## src/rtl/ffn_layer_sequencer.sv

```systemverilog
// ffn_layer_sequencer
// Control sequencer for the pipelined feed-forward layer datapath. It accepts one job over a
// valid/ready handshake, pulses dp_load, streams NUM_TILES weight-tile reads, follows each tile
// through the datapath latency to strobe cap_en/cap_tile, then holds out_valid until
// out_ready.
//
// Optional feature: define FFN_SEQ_PERF_EN to add the perf_cycles job-latency counter.
//
// Ports:
//   clock, reset          - rising-edge clock, asynchronous active-high reset
//   in_valid / in_ready   - job request handshake (in_ready only in IDLE)
//   wt_base               - first weight tile address, sampled on accept
//   wt_rd / wt_addr       - weight memory read strobe and address (1-cycle read latency)
//   dp_load               - one-cycle pulse to latch the input neurons
//   dp_issue              - weight operands valid at the datapath inputs
//   cap_en / cap_tile     - datapath result valid for tile cap_tile
//   out_valid / out_ready - layer result handshake towards the softmax stage
//   busy                  - sequencer not idle
//   perf_cycles           - (FFN_SEQ_PERF_EN only) cycles from accept to out_valid
module ffn_layer_sequencer #(
    parameter int unsigned NUM_TILES = 4,
    parameter int unsigned ADDR_W    = 8,
    parameter int unsigned PIPE_LAT  = 5
) (
    input  logic              clock,
    input  logic              reset,
    input  logic              in_valid,
    output logic              in_ready,
    input  logic [ADDR_W-1:0] wt_base,
    output logic              wt_rd,
    output logic [ADDR_W-1:0] wt_addr,
    output logic              dp_load,
    output logic              dp_issue,
    output logic              cap_en,
    output logic [3:0]        cap_tile,
    output logic              out_valid,
    input  logic              out_ready,
`ifdef FFN_SEQ_PERF_EN
    output logic              busy,
    output logic [15:0]       perf_cycles
`else
    output logic              busy
`endif
);

    localparam logic [3:0] LAST_TILE = 4'(NUM_TILES - 1);

    typedef enum logic [2:0] {
        StIdle,
        StLoad,
        StIssue,
        StDrain,
        StOut
    } state_e;

    state_e            state_q, state_d;
    logic [ADDR_W-1:0] base_q;
    logic [3:0]        tile_q, tile_d;
    logic              issue_q;
    logic [3:0]        issue_tile_q;
    logic [PIPE_LAT-1:0] lat_vld_q;
    logic [3:0]        lat_tile_q [PIPE_LAT];
    logic              accept;

    assign accept = (state_q == StIdle) && in_valid;

    // State register, base address latch and read-tile counter
    always_ff @(posedge clock or posedge reset) begin
        if (reset) begin
            state_q <= StIdle;
            base_q  <= '0;
            tile_q  <= '0;
        end else begin
            state_q <= state_d;
            tile_q  <= tile_d;
            if (accept) begin
                base_q <= wt_base;
            end
        end
    end

    // Read data arrives one cycle after wt_rd; the tile index rides along with it.
    // The latency line below runs regardless of state so in-flight tiles keep moving.
    always_ff @(posedge clock or posedge reset) begin
        if (reset) begin
            issue_q      <= 1'b0;
            issue_tile_q <= '0;
            lat_vld_q    <= '0;
            for (int i = 0; i < PIPE_LAT; i++) begin
                lat_tile_q[i] <= '0;
            end
        end else begin
            issue_q       <= wt_rd;
            issue_tile_q  <= tile_q;
            lat_vld_q[0]  <= issue_q;
            lat_tile_q[0] <= issue_tile_q;
            for (int i = 1; i < PIPE_LAT; i++) begin
                lat_vld_q[i]  <= lat_vld_q[i-1];
                lat_tile_q[i] <= lat_tile_q[i-1];
            end
        end
    end

    assign dp_issue = issue_q;
    assign cap_en   = lat_vld_q[PIPE_LAT-1];
    assign cap_tile = lat_tile_q[PIPE_LAT-1];

    // Next-state and state-decoded outputs
    always_comb begin
        state_d   = state_q;
        tile_d    = tile_q;
        in_ready  = 1'b0;
        dp_load   = 1'b0;
        wt_rd     = 1'b0;
        wt_addr   = '0;
        out_valid = 1'b0;
        busy      = 1'b1;
        unique case (state_q)
            StIdle: begin
                in_ready = 1'b1;
                busy     = 1'b0;
                if (in_valid) begin
                    state_d = StLoad;
                end
            end
            StLoad: begin
                dp_load = 1'b1;
                tile_d  = '0;
                state_d = StIssue;
            end
            StIssue: begin
                wt_rd   = 1'b1;
                // Modulo 2^ADDR_W wrap falls out of the truncating add
                wt_addr = base_q + ADDR_W'(tile_q);
                if (tile_q == LAST_TILE) begin
                    tile_d  = '0;
                    state_d = StDrain;
                end else begin
                    tile_d = tile_q + 4'd1;
                end
            end
            StDrain: begin
                if (cap_en && (cap_tile == LAST_TILE)) begin
                    state_d = StOut;
                end
            end
            StOut: begin
                out_valid = 1'b1;
                if (out_ready) begin
                    state_d = StIdle;
                end
            end
            default: begin
                state_d = StIdle;
            end
        endcase
    end

`ifdef FFN_SEQ_PERF_EN
    // The accept cycle counts as the first cycle, so the value seen when out_valid first
    // rises equals the accept-to-out_valid distance. Holds in OUT and IDLE.
    logic [15:0] perf_q;

    always_ff @(posedge clock or posedge reset) begin
        if (reset) begin
            perf_q <= '0;
        end else if (accept) begin
            perf_q <= 16'd1;
        end else if ((state_q != StIdle) && (state_q != StOut) && (perf_q != 16'hFFFF)) begin
            perf_q <= perf_q + 16'd1;
        end
    end

    assign perf_cycles = perf_q;
`endif

endmodule

```

## config.mk

```make
export PLATFORM = sky130hd
export DESIGN_NAME = ffn_layer_sequencer
export DESIGN_NICKNAME = d
export VERILOG_FILES = /design/src/rtl/ffn_layer_sequencer.sv
export SDC_FILE = /design/constraint.sdc
export NUM_CORES = 1
export LEC_CHECK = 0
export ABC_CLOCK_PERIOD_IN_PS = 3380
export BUFFER_PORTS_ARGS = -buffer_cell sky130_fd_sc_hd__buf_2
export CORE_ASPECT_RATIO = 1.1
export CORE_MARGIN = 2
export CORE_UTILIZATION = 55
export DETAILED_ROUTE_END_ITERATION = 6
export PLACE_DENSITY = 0.79
export SLEW_MARGIN = 20
export SYNTH_ARGS = -nofsm -noshare
export SYNTH_HDL_FRONTEND = slang
export SYNTH_SLANG_ARGS = --single-unit
```

## constraint.sdc

```tcl
create_clock -name clock -period 3.38 [get_ports clock]
set_input_delay 0.338 -clock clock [delete_from_list [all_inputs] [get_ports clock]]
set_output_delay 0.338 -clock clock [all_outputs]
set_load 0.01 [all_outputs]
```

-- After elaboration in Yosys (flattened, before gate mapping)
Cells that the tools add are included.
- bits in registers: 45
- word-level logic and storage cells: 41
- reduce and logical (&&, ||, !) cells: 5
- multiplexer cells: 13
- equal/unequal tests: 10
- $add $sub $neg: 2
- operators by type and width (operator ; number):
    3-bit case mux with 5 select lines ; 1
    3-bit two-way mux ; 4
    8-bit by 4-bit adder with 8-bit output ; 1
    4-bit by 2-bit equality test with 1-bit output, second input constant ; 2
    8-bit two-way mux ; 1
    2-bit inequality test, second input constant ; 4
    4-bit case mux with 2 select lines ; 1
    3-bit by 2-bit equality test with 1-bit output, second input constant ; 2
    1-bit two-way mux ; 5
    4-bit by 1-bit adder with 4-bit output, second input constant ; 1
    4-bit two-way mux ; 1
    4-bit AND reduction ; 1
    3-bit by 1-bit equality test with 1-bit output, second input constant ; 1
    3-bit equality test, second input constant ; 1
    3-bit zero test ; 1
    1-bit logical AND ; 2
    2-bit nonzero test ; 1

-- Logic depth before layout (Yosys ltp)
Gate-level depths: netlist (run 1).
- depth after elaboration: 4
- depth in mapped cells: 6
- mapped depth without buffers: 6

-- Worst setup path before layout (run 1)
OpenSTA, ideal clock, no wires.
- path type: register to output
- start: register tile_q[0]
- end: output wt_addr[6]
- cell stages (with the launch flop): 7
- arrival time: 1.715 ns
- setup slack: 1.327 ns
- cell sequence: dfrtp_1 ha_1 fa_1 a211o_1 o2111ai_1 xor2_1 nor2_1
- longest elaborated chain between the ends: 2
- RTL lines (item ; line ; text):
    from (decl) ; 58 ; logic [3:0] tile_q, tile_d;
    from (signal assigned) ; 75 ; tile_q <= tile_d;
    8-bit by 4-bit adder with 8-bit output ; 134 ; wt_addr = base_q + ADDR_W'(tile_q);
    8-bit two-way mux ; 118 ; unique case (state_q)
    to (decl) ; 31 ; output logic [ADDR_W-1:0] wt_addr,
No other way between the ends.

-- Final worst setup path (run 1)
Ends and elaborated chain as after synthesis.

==> results of run 1 <==
[synth_stat cells (3+ instances only)]
cell type / n
mux2_2: 6
o21ai_0: 9
nand3_1: 3
ha_1: 5
buf_4: 5
inv_1: 7
a21oi_1: 6
and2_1: 3
dfrtp_1: 45
nand2_1: 5
nor2_1: 8
nor3_1: 5
[where the power goes]
part	internal, W	switching, W	leakage (nW)
clock	0.000176	0.000168	0.0445
combinational	0.000284	0.000337	0.380
sequential	0.000715	0.000119	0.569
[through the flow]
step | setup slack, ns | area, um2 | power [W] | hold WS, ns | utilization, %
final | 0.7276 | 1977 | 0.001798 | 0.09258 | 65.42
after detailed placement | 1.124 | 1888 | 0.001459 | 0.3347 | 62.48
after floorplan | 1.327 | 1735 | 0.001257 | 0.3312 | -
after global placement | 1.195 | 1888 | 0.001426 | 0.3323 | 62.48
after global routing | 0.5482 | 1977 | 0.001930 | 0.1241 | 65.42
after CTS | 0.7194 | 1977 | 0.001808 | 0.1193 | 65.42
[cells in the final DEF (no fill, tap or decap), drive strengths merged, types with 3 or more instances in the layout]
cell / synthesis / routed
clkbuf: 0 / 6
inv: 8 / 8
buf: 7 / 31
nor3: 6 / 6
a21oi: 6 / 6
nand3: 3 / 3
dfrtp: 45 / 45
and2: 3 / 3
ha: 5 / 5
nand2: 5 / 5
nor2: 8 / 8
o21ai: 10 / 10
mux2: 6 / 6
[worst min-delay path, stage by stage]
cell   delay, ns
buf_2       0.10
inv_1       0.04
buf_4       0.44
[cell families (layout without fill, tap and decap cells)]
kind of cell               count (synthesis)  in the layout  share of synthesized area, %
adders and majority gates                  6              6                         4.759
AOI/OAI and AO/OA                         28             28                         9.949
and+or+nand+nor                           34             34                         10.53
buffers and inverters                     15             47                         4.470
muxes                                      6              6                         3.893
DFF                                       45             45                         64.89
xor gates and xnor gates                   3              3                         1.514
[area by class of cell]
| cell class | count | share of cell area, % |
|---|---|---|
| clock buffer | 6 | 2.595 |
| clock inverter | 2 | 1.899 |
| inverter | 8 | 1.519 |
| multi-input combinational | 77 | 26.90 |
| sequential | 45 | 56.96 |
| tap | 34 | 2.152 |
| timing repair buffer | 31 | 7.975 |
[routing by layer]
| layer | share of wire (%) | global-route usage (%) |
|---|---|---|
| met5 | 0 | 0 |
| met3 | 8.8 | 6.832 |
| met4 | 1.2 | 6.105 |
| met2 | 47 | 29.26 |
| met1 | 43 | 24.54 |
[flip-flops by register name (all words and copies together) (netlist names)]
signal,count
state_q,3
tile_q,4
lat_vld_q,5
cap_tile,4
lat_tile_q,16
dp_issue,1
issue_tile_q,4
base_q,8
[worst paths after layout]
check | from | end | slack [ns]
max in group asynchronous | reset | state_q[2] | 2.91
max | tile_q[0] | wt_addr[6] | 0.73
min reg2reg | issue_tile_q[2] | lat_tile_q[18] | 0.36
min | reset | cap_tile[3] | 0.09
max reg2reg | state_q[0] | base_q[2] | 1.69
min in group clock | out_ready | state_q[2] | 0.15
==> impl_metrics.json, run 1 <==
{
  "grt_max_degree": 46,
  "ys_warn_count": 0,
  "stdcell_count": 203,
  "async_flop_share_pct": 100.0,
  "worst-slew-pin-transition_ns": 0.5388,
  "detail-route-antenna-nets": 0,
  "synthFlopType": "dfrtp_1",
  "fin_tns_setup_ns": 0,
  "worstPathRequired_ns": 3.04,
  "vias": 1117,
  "period_needed_ns": 2.652,
  "syn-num-nets": 155,
  "drt_iter0_drc": 55,
  "cts.clk_slew.worst_paths_ns": 0.13,
  "die_w_um": 57.56,
  "arrival_ns": 2.31,
  "drt-pass1-iter-count": 4,
  "avgSynthCellArea_um2": 12.67,
  "dp_hpwl_mm": 1.989,
  "synth-edff-count": 0,
  "post-synth-top-area-cell": "dfrtp_1",
  "syn_to_final_growth_pct": 13.92,
  "register_area_um2": 1126,
  "slowest_stage": "dfrtp_1",
  "cts_tree": "done",
  "die_height_um": 62.92,
  "path_cells": "ha_1 > fa_1 > a211o_1 > o2111ai_1 > xor2_1 > nor2_1 > buf_2",
  "layout-drive-gt1-share_pct": 27.81,
  "p_leak_nw": 0.9934,
  "antenna_found_initial": 0,
  "setup-violations-final": 0,
  "end_kind": "output port",
  "grtUsageTotal_pct": 18.83,
  "fin_skew_ns": 0.005882,
  "hp-class": "in -> async",
  "cts_buffer_depth": 2,
  "cts_inserted_buffers": 5,
  "drt-wirelength-per-cell_um": 14.26,
  "routed_via_density": 5.502,
  "ctsResizeCount": 0,
  "grt_pass1_vias": 1116,
  "path_class": "reg -> out",
  "power_density_nw_per_um2": 909.4,
  "synth_area_um2": 1735,
  "initial_core_util_pct": 57.43,
  "drv_cap": 0,
  "slew_viol_final": 0,
  "grt_overflow_total": 0,
  "netlist_top_cells_area": "dfrtp_1 65%, mux2_2 3.9%, ha_1 3.6%",
  "ys_types": 34,
  "grt_pass1_wl_mm": 5.023,
  "gp_congestion": 0.7497,
  "post-place-cells": 195,
  "design.die.area_um2": 3621,
  "ir_drop_uv": 680.7,
  "syn_inst": 137,
  "cts_root_buf": "clkbuf_4",
  "fin_crit_sh_pct": 78.47,
  "crit_family": "adder cells",
  "ys_ff_latch": 45,
  "clk_latency_ns": 0.35,
  "htree_levels": 2,
  "hold_violations": 0,
  "max_stage_delay_ns": 0.47,
  "cp_num_cells": 7,
  "cts_hold_buf": 0,
  "numClockSinks": 45,
  "drc": 0,
  "core_um2": 3022,
  "postCtsSetupBuffers": 0,
  "cp-start-kind": "flip-flop",
  "num_rows": 21,
  "synth_seq_area_share_pct": 64.89,
  "fmax_ghz": 0.3770,
  "finalWirelength_mm": 2.895,
  "status": "complete, no violations",
  "ios": 31,
  "crit_buf_inv": 1,
  "cp_max_fo": 7,
  "io_buffers": 30,
  "yosysTopAreaCellShare_pct": 64.89,
  "fin_nets": 186,
  "r2r_cells": 3,
  "fillers": 214,
  "multi_input_area_um2": 531.8,
  "antenna_cells": 0,
  "rsz0062_at_grt": "no",
  "relSlewSlack_pct": 64.08
}
(Power assumes the default switching activity.)
==> inputs of run 2 (changes only) <==
- ABC_CLOCK_PERIOD_IN_PS: 3380 -> 2200
- CORE_UTILIZATION: 55 -> 48
- PLACE_DENSITY: 0.79 -> 0.73
- clock period: 3.38 -> 2.2 ns (I/O delays scaled with it)
==> run 2 against run 1 <==
  * The run now ends with negative setup slack left
  * Critical path depth did not move
  * First-iteration DRC count fell by 22%
  * Highest routed layer unchanged
  * Global-route usage down 0.89 points
  * Non-clock buffer count increased by 12
  * Largest power group unchanged
==> impl_metrics.json, run 2 (synthesis gave the netlist of run 1 again) <==
{
  "cts_tree": "done",
  "drt-pass1-iter-count": 4,
  "antenna_cells": 0,
  "fillers": 251,
  "io_buffers": 30,
  "rsz0062_at_grt": "yes",
  "drt-wirelength-per-cell_um": 13.74,
  "grt_overflow_total": 0,
  "dp_hpwl_mm": 1.975,
  "final_critical_path_setup_slack_ns": -0.08172,
  "period_needed_ns": 2.282,
  "multi_input_area_um2": 623.1,
  "final_common_cell": "dfrtp_1",
  "drv_cap": 0,
  "fmax_ghz": 0.4383,
  "violations": "negative setup slack",
  "ios": 31,
  "drt_iter0_drc": 43,
  "clk_latency_ns": 0.34,
  "slew_viol_final": 0,
  "grt_pass1_wl_mm": 5.202,
  "path_class": "reg -> out",
  "register_area_um2": 1129,
  "fin_crit_sh_pct": 103.7,
  "power_density_nw_per_um2": 1382,
  "ir_drop_uv": 895.0,
  "end_kind": "output port",
  "hold_violations": 0,
  "worst-slew-pin-transition_ns": 0.5384,
  "finalWirelength_mm": 3.147,
  "grtUsageTotal_pct": 17.94,
  "reg_top3": "lat_tile_q x16, base_q x8, lat_vld_q x5",
  "syn_to_final_growth_pct": 25.59,
  "post-place-cells": 211,
  "layout-drive-gt1-share_pct": 40.33,
  "arrival_ns": 2.06,
  "final_cell_mix": "43 x dfrtp_1, 30 x buf_2, 10 x buf_4",
  "cts.clk_slew.worst_paths_ns": 0.12,
  "cts_root_buf": "clkbuf_4",
  "cp_max_fo": 3,
  "htree_levels": 2,
  "p_leak_nw": 1.055,
  "fin_skew_ns": 0.002767,
  "worstPathRequired_ns": 1.98,
  "relSlewSlack_pct": 64.11,
  "drc": 0,
  "stdcell_count": 229,
  "vias": 1183,
  "largest_reg_flops": 16,
  "antenna_found_initial": 0,
  "die_w_um": 61.33,
  "fin_nets": 198,
  "num_rows": 22,
  "regMostFlops": "lat_tile_q",
  "core_um2": 3386,
  "design.die.area_um2": 4113,
  "placed_area_um2": 1921,
  "status": "finished with violations",
  "hp-class": "in -> reg",
  "cts_buffer_depth": 2,
  "setup-violations-final": 2,
  "detail-route-antenna-nets": 0,
  "stdcell_area_um2": 2180,
  "routed_via_density": 5.166,
  "numClockSinks": 45,
  "initial_core_util_pct": 51.26,
  "gp_congestion": 0.8346,
  "cp-start-kind": "flip-flop",
  "die_height_um": 67.07,
  "grt_max_degree": 46,
  "grt_pass1_vias": 1153,
  "cts_inserted_buffers": 5
}
run 2: stage by stage:
step | hold slack (ns) | TNS (ns) | utilization [%] | power [W] | setup WS, ns
floorplan | 0.3091 | 0 | - | 0.001932 | 0.2645
global placement | 0.3323 | 0 | 56.73 | 0.002212 | 0.1878
detailed placement | 0.3355 | 0 | 56.73 | 0.002239 | 0.1413
CTS | 0.03212 | -0.2224 | 63.01 | 0.002908 | -0.1125
global route | 0.02810 | -0.4114 | 64.38 | 0.003232 | -0.1593
finish | 0.04116 | -0.1033 | 64.38 | 0.003012 | -0.08172
run 2: worst max-delay path, cell delays in order (launching register included):
cell and delay (ns):
dfrtp_2 0.46, buf_4 0.15, fa_2 0.37, a211o_1 0.28, o2111ai_2 0.07, xor2_1 0.17
nor2_1 0.06, buf_2 0.14
run 2: final timing paths:
kind / startpoint / end / slack, ns / cells past startpoint
min in group asynchronous: reset / issue_tile_q[2] / 0.54 / 4
max in group asynchronous: reset / tile_q[1] / 1.27 / 4
max reg2reg: state_q[0] / base_q[7] / 0.54 / 3
min: out_ready / state_q[2] / 0.04 / 2
min reg2reg: lat_tile_q[14] / lat_tile_q[10] / 0.36 / 0
max: tile_q[1] / wt_addr[6] / -0.08 / 7
run 2: power by group:
part           total [W]  switching [W]  internal, W
Sequential       0.00128       0.000178      0.00110
Clock           0.000496       0.000254     0.000242
Combinational    0.00124       0.000621     0.000618
run 2: cell type report:
class / instances / share of cell area (%)
repair buffers: 43 / 11.83
flip-flops and latches: 45 / 51.78
inverters: 8 / 1.378
clock inverters: 2 / 1.780
well taps: 48 / 2.755
clock buffers: 6 / 1.894
multi-input cells: 77 / 28.59
run 2: repair_timing:
item / 4_1_cts / 5_1_grt
endpoints found under the hold margin: 7 / 0
resized for setup: 13 / 7
pin swaps: 7 / 11
buffers inserted: 7 / 2
endpoints found under the setup margin: 4 / 7
hold buffers: 1 / 0
run 2: per-layer routing:
layer / up-vias / share of wire, % / global-route usage, %
li1: 557 / - / -
met1: 562 / 46 / 25.61
met2: 56 / 45 / 25.66
met3: 8 / 6.3 / 4.854
met4: 0 / 1.7 / 7.447
met5: - / 0 / 0
==> inputs of run 3 (changes only) <==
- HOLD_SLACK_MARGIN: not set -> 0.12
- TNS_END_PERCENT: not set -> 20
==> run 3 against run 2 <==
  * The flow still finishes with violations (negative setup slack)
  * Largest cell class unchanged
  * Combinational power fell by 8%
  * Register-to-register slack barely moved
  * Clock-buffer cell count did not move
  * Clock power fell by 1%
  * Clock skew rose by 0.0029 ns
  * Die area did not move
  * Core utilization rose by 1.6 points
  * Critical path depth did not move
  * Final area rose by 2.5%
  * Non-clock buffer count rose by 9
==> impl_metrics.json, run 3 (synthesis gave the netlist of run 1 again) <==
{
  "rrSetupSlack_ns": 0.54,
  "end_kind": "output port",
  "regToRegStartpoint": "state_q[0]",
  "largest_reg_flops": 16,
  "drv_cap": 0,
  "regMostFlops": "lat_tile_q",
  "worst-slew-pin-transition_ns": 0.5420,
  "final_common_cell": "dfrtp_1",
  "clockPowerShare_pct": 16.8,
  "arrival_ns": 2.08,
  "setup-violations-final": 3,
  "fmax_ghz": 0.4350,
  "cp-start-kind": "flip-flop",
  "sw_frac_of_total_pct": 34.24,
  "antenna_found_initial": 0,
  "cts_tree": "done",
  "ir_drop_uv": 856.5,
  "worstPathRequired_ns": 1.98,
  "post-place-cells": 211,
  "violations": "negative setup slack",
  "finalWirelength_mm": 3.097,
  "grt_max_degree": 46,
  "grt_pass1_vias": 1136,
  "fin_crit_sh_pct": 104.5,
  "status": "finished with violations",
  "path_class": "reg -> out",
  "cell_internal_pwr_w": 0.001915,
  "fin_tns_setup_ns": -0.1472,
  "drt-wirelength-per-cell_um": 13.01,
  "grt_pass1_wl_mm": 5.050,
  "dp_hpwl_mm": 1.975,
  "drt_iter0_drc": 44,
  "dp_slack_ns": 0.1413,
  "clk_latency_ns": 0.34,
  "antenna_cells": 0,
  "register_area_um2": 1130,
  "die_w_um": 61.33,
  "cts_inserted_buffers": 5,
  "drc": 0,
  "gp_congestion": 0.8346,
  "detail-route-antenna-nets": 0,
  "period_needed_ns": 2.299,
  "vias": 1195,
  "io_buffers": 30,
  "final_cell_mix": "42 x dfrtp_1, 30 x buf_2, 11 x buf_4",
  "core_um2": 3386,
  "r2r-end": "base_q[7]",
  "drt-pass1-iter-count": 4,
  "rsz0062_at_grt": "yes",
  "cts_buffer_depth": 2,
  "multi_input_area_um2": 589.3,
  "cp_max_fo": 3,
  "htree_levels": 2,
  "initial_core_util_pct": 51.26,
  "routed_via_density": 5.021,
  "fin_nets": 207,
  "crit_path_end": "wt_addr[6]",
  "hold_violations": 0,
  "reg_top3": "lat_tile_q x16, base_q x8, lat_vld_q x5",
  "grt_overflow_total": 0,
  "grtUsageTotal_pct": 17.38,
  "crit_start": "base_q[1]",
  "pwr-share-comb_pct": 39.3,
  "stdcell_count": 238,
  "syn_to_final_growth_pct": 28.69,
  "fin_hold_ws_ns": 0.1399,
  "num_rows": 22,
  "r2r_cells": 3,
  "design.die.area_um2": 4113,
  "layout-drive-gt1-share_pct": 36.32,
  "p_total_w": 0.002913,
  "numClockSinks": 45,
  "die_height_um": 67.07,
  "final_critical_path_setup_slack_ns": -0.09896,
  "relSlewSlack_pct": 63.87,
  "fin_skew_ns": 0.005667,
  "p_leak_nw": 1.081,
  "fillers": 247,
  "slew_viol_final": 0,
  "switching_power_w": 0.0009974,
  "ios": 31,
  "hp-class": "in -> reg",
  "seq_power_share_pct": 43.9,
  "power_density_nw_per_um2": 1304,
  "cts.clk_slew.worst_paths_ns": 0.12,
  "cts_root_buf": "clkbuf_4"
}
[run 3: changes by cell type in the layout (fill, tap and decap cells not counted), sizes merged]
cell | before | now
dlygate4sd3 | 1 | 10
[run 3: layout make-up]
class | instances | share of cell area (%)
clock inverters | 2 | 1.737
well taps | 48 | 2.689
multi-input cells | 77 | 26.39
repair buffers | 52 | 15.41
inverters | 8 | 1.345
flip-flops and latches | 45 | 50.59
clock buffers | 6 | 1.849
[run 3: worst max-delay path, cell delays in order, from the launching register on]
cell	delay (ns)
dfrtp_1	0.46
buf_6	0.15
fa_2	0.40
a211o_1	0.28
o2111ai_2	0.07
xor2_1	0.17
nor2_1	0.06
buf_2	0.15
[run 3: worst min-delay path by stage]
stage | from | to | slack, ns | depth (start not counted)
floorplan | out_ready | state_q[2] | 0.31 | 1
global placement | lat_vld_q[0] | lat_vld_q[1] | 0.33 | 0
detailed placement | issue_tile_q[2] | lat_tile_q[18] | 0.34 | 0
CTS | in_valid | state_q[0] | 0.12 | 3
global route | in_valid | state_q[0] | 0.13 | 3
finish | in_valid | state_q[0] | 0.14 | 3
[run 3: per-layer routing]
metal,wire length [um],vias up,GRT usage [%]
met5,0,-,0
met4,48,0,7.181
met3,164,8,4.854
met2,1442,47,25.40
met1,1441,563,24.20
li1,-,577,-
[run 3: repair_timing]
item | CTS | global route
buffers inserted | 4 | 5
endpoints found under the hold margin | 54 | 0
hold buffers | 10 | 0
setup endpoints to repair | 4 | 7
pin swaps | 5 | 5
gates resized for setup | 8 | 5
[run 3: power groups by stage]
stage / registers, W / clock network (W) / logic (W)
after detailed placement: 0.00129 / 0 / 0.000953
after floorplan: 0.00124 / 0 / 0.000694
final: 0.00128 / 0.000490 / 0.00114
after global routing: 0.00132 / 0.000547 / 0.00128
after CTS: 0.00127 / 0.000510 / 0.00107
after global placement: 0.00127 / 0 / 0.000941
[run 3: metrics by stage]
step | utilization, % | area, um2
3_5_place_dp | 56.73 | 1921
3_3_place_gp | 56.73 | 1921
4_1_cts | 63.97 | 2166
2_1_floorplan | - | 1735
6_report | 65.96 | 2233
5_1_grt | 65.96 | 2233
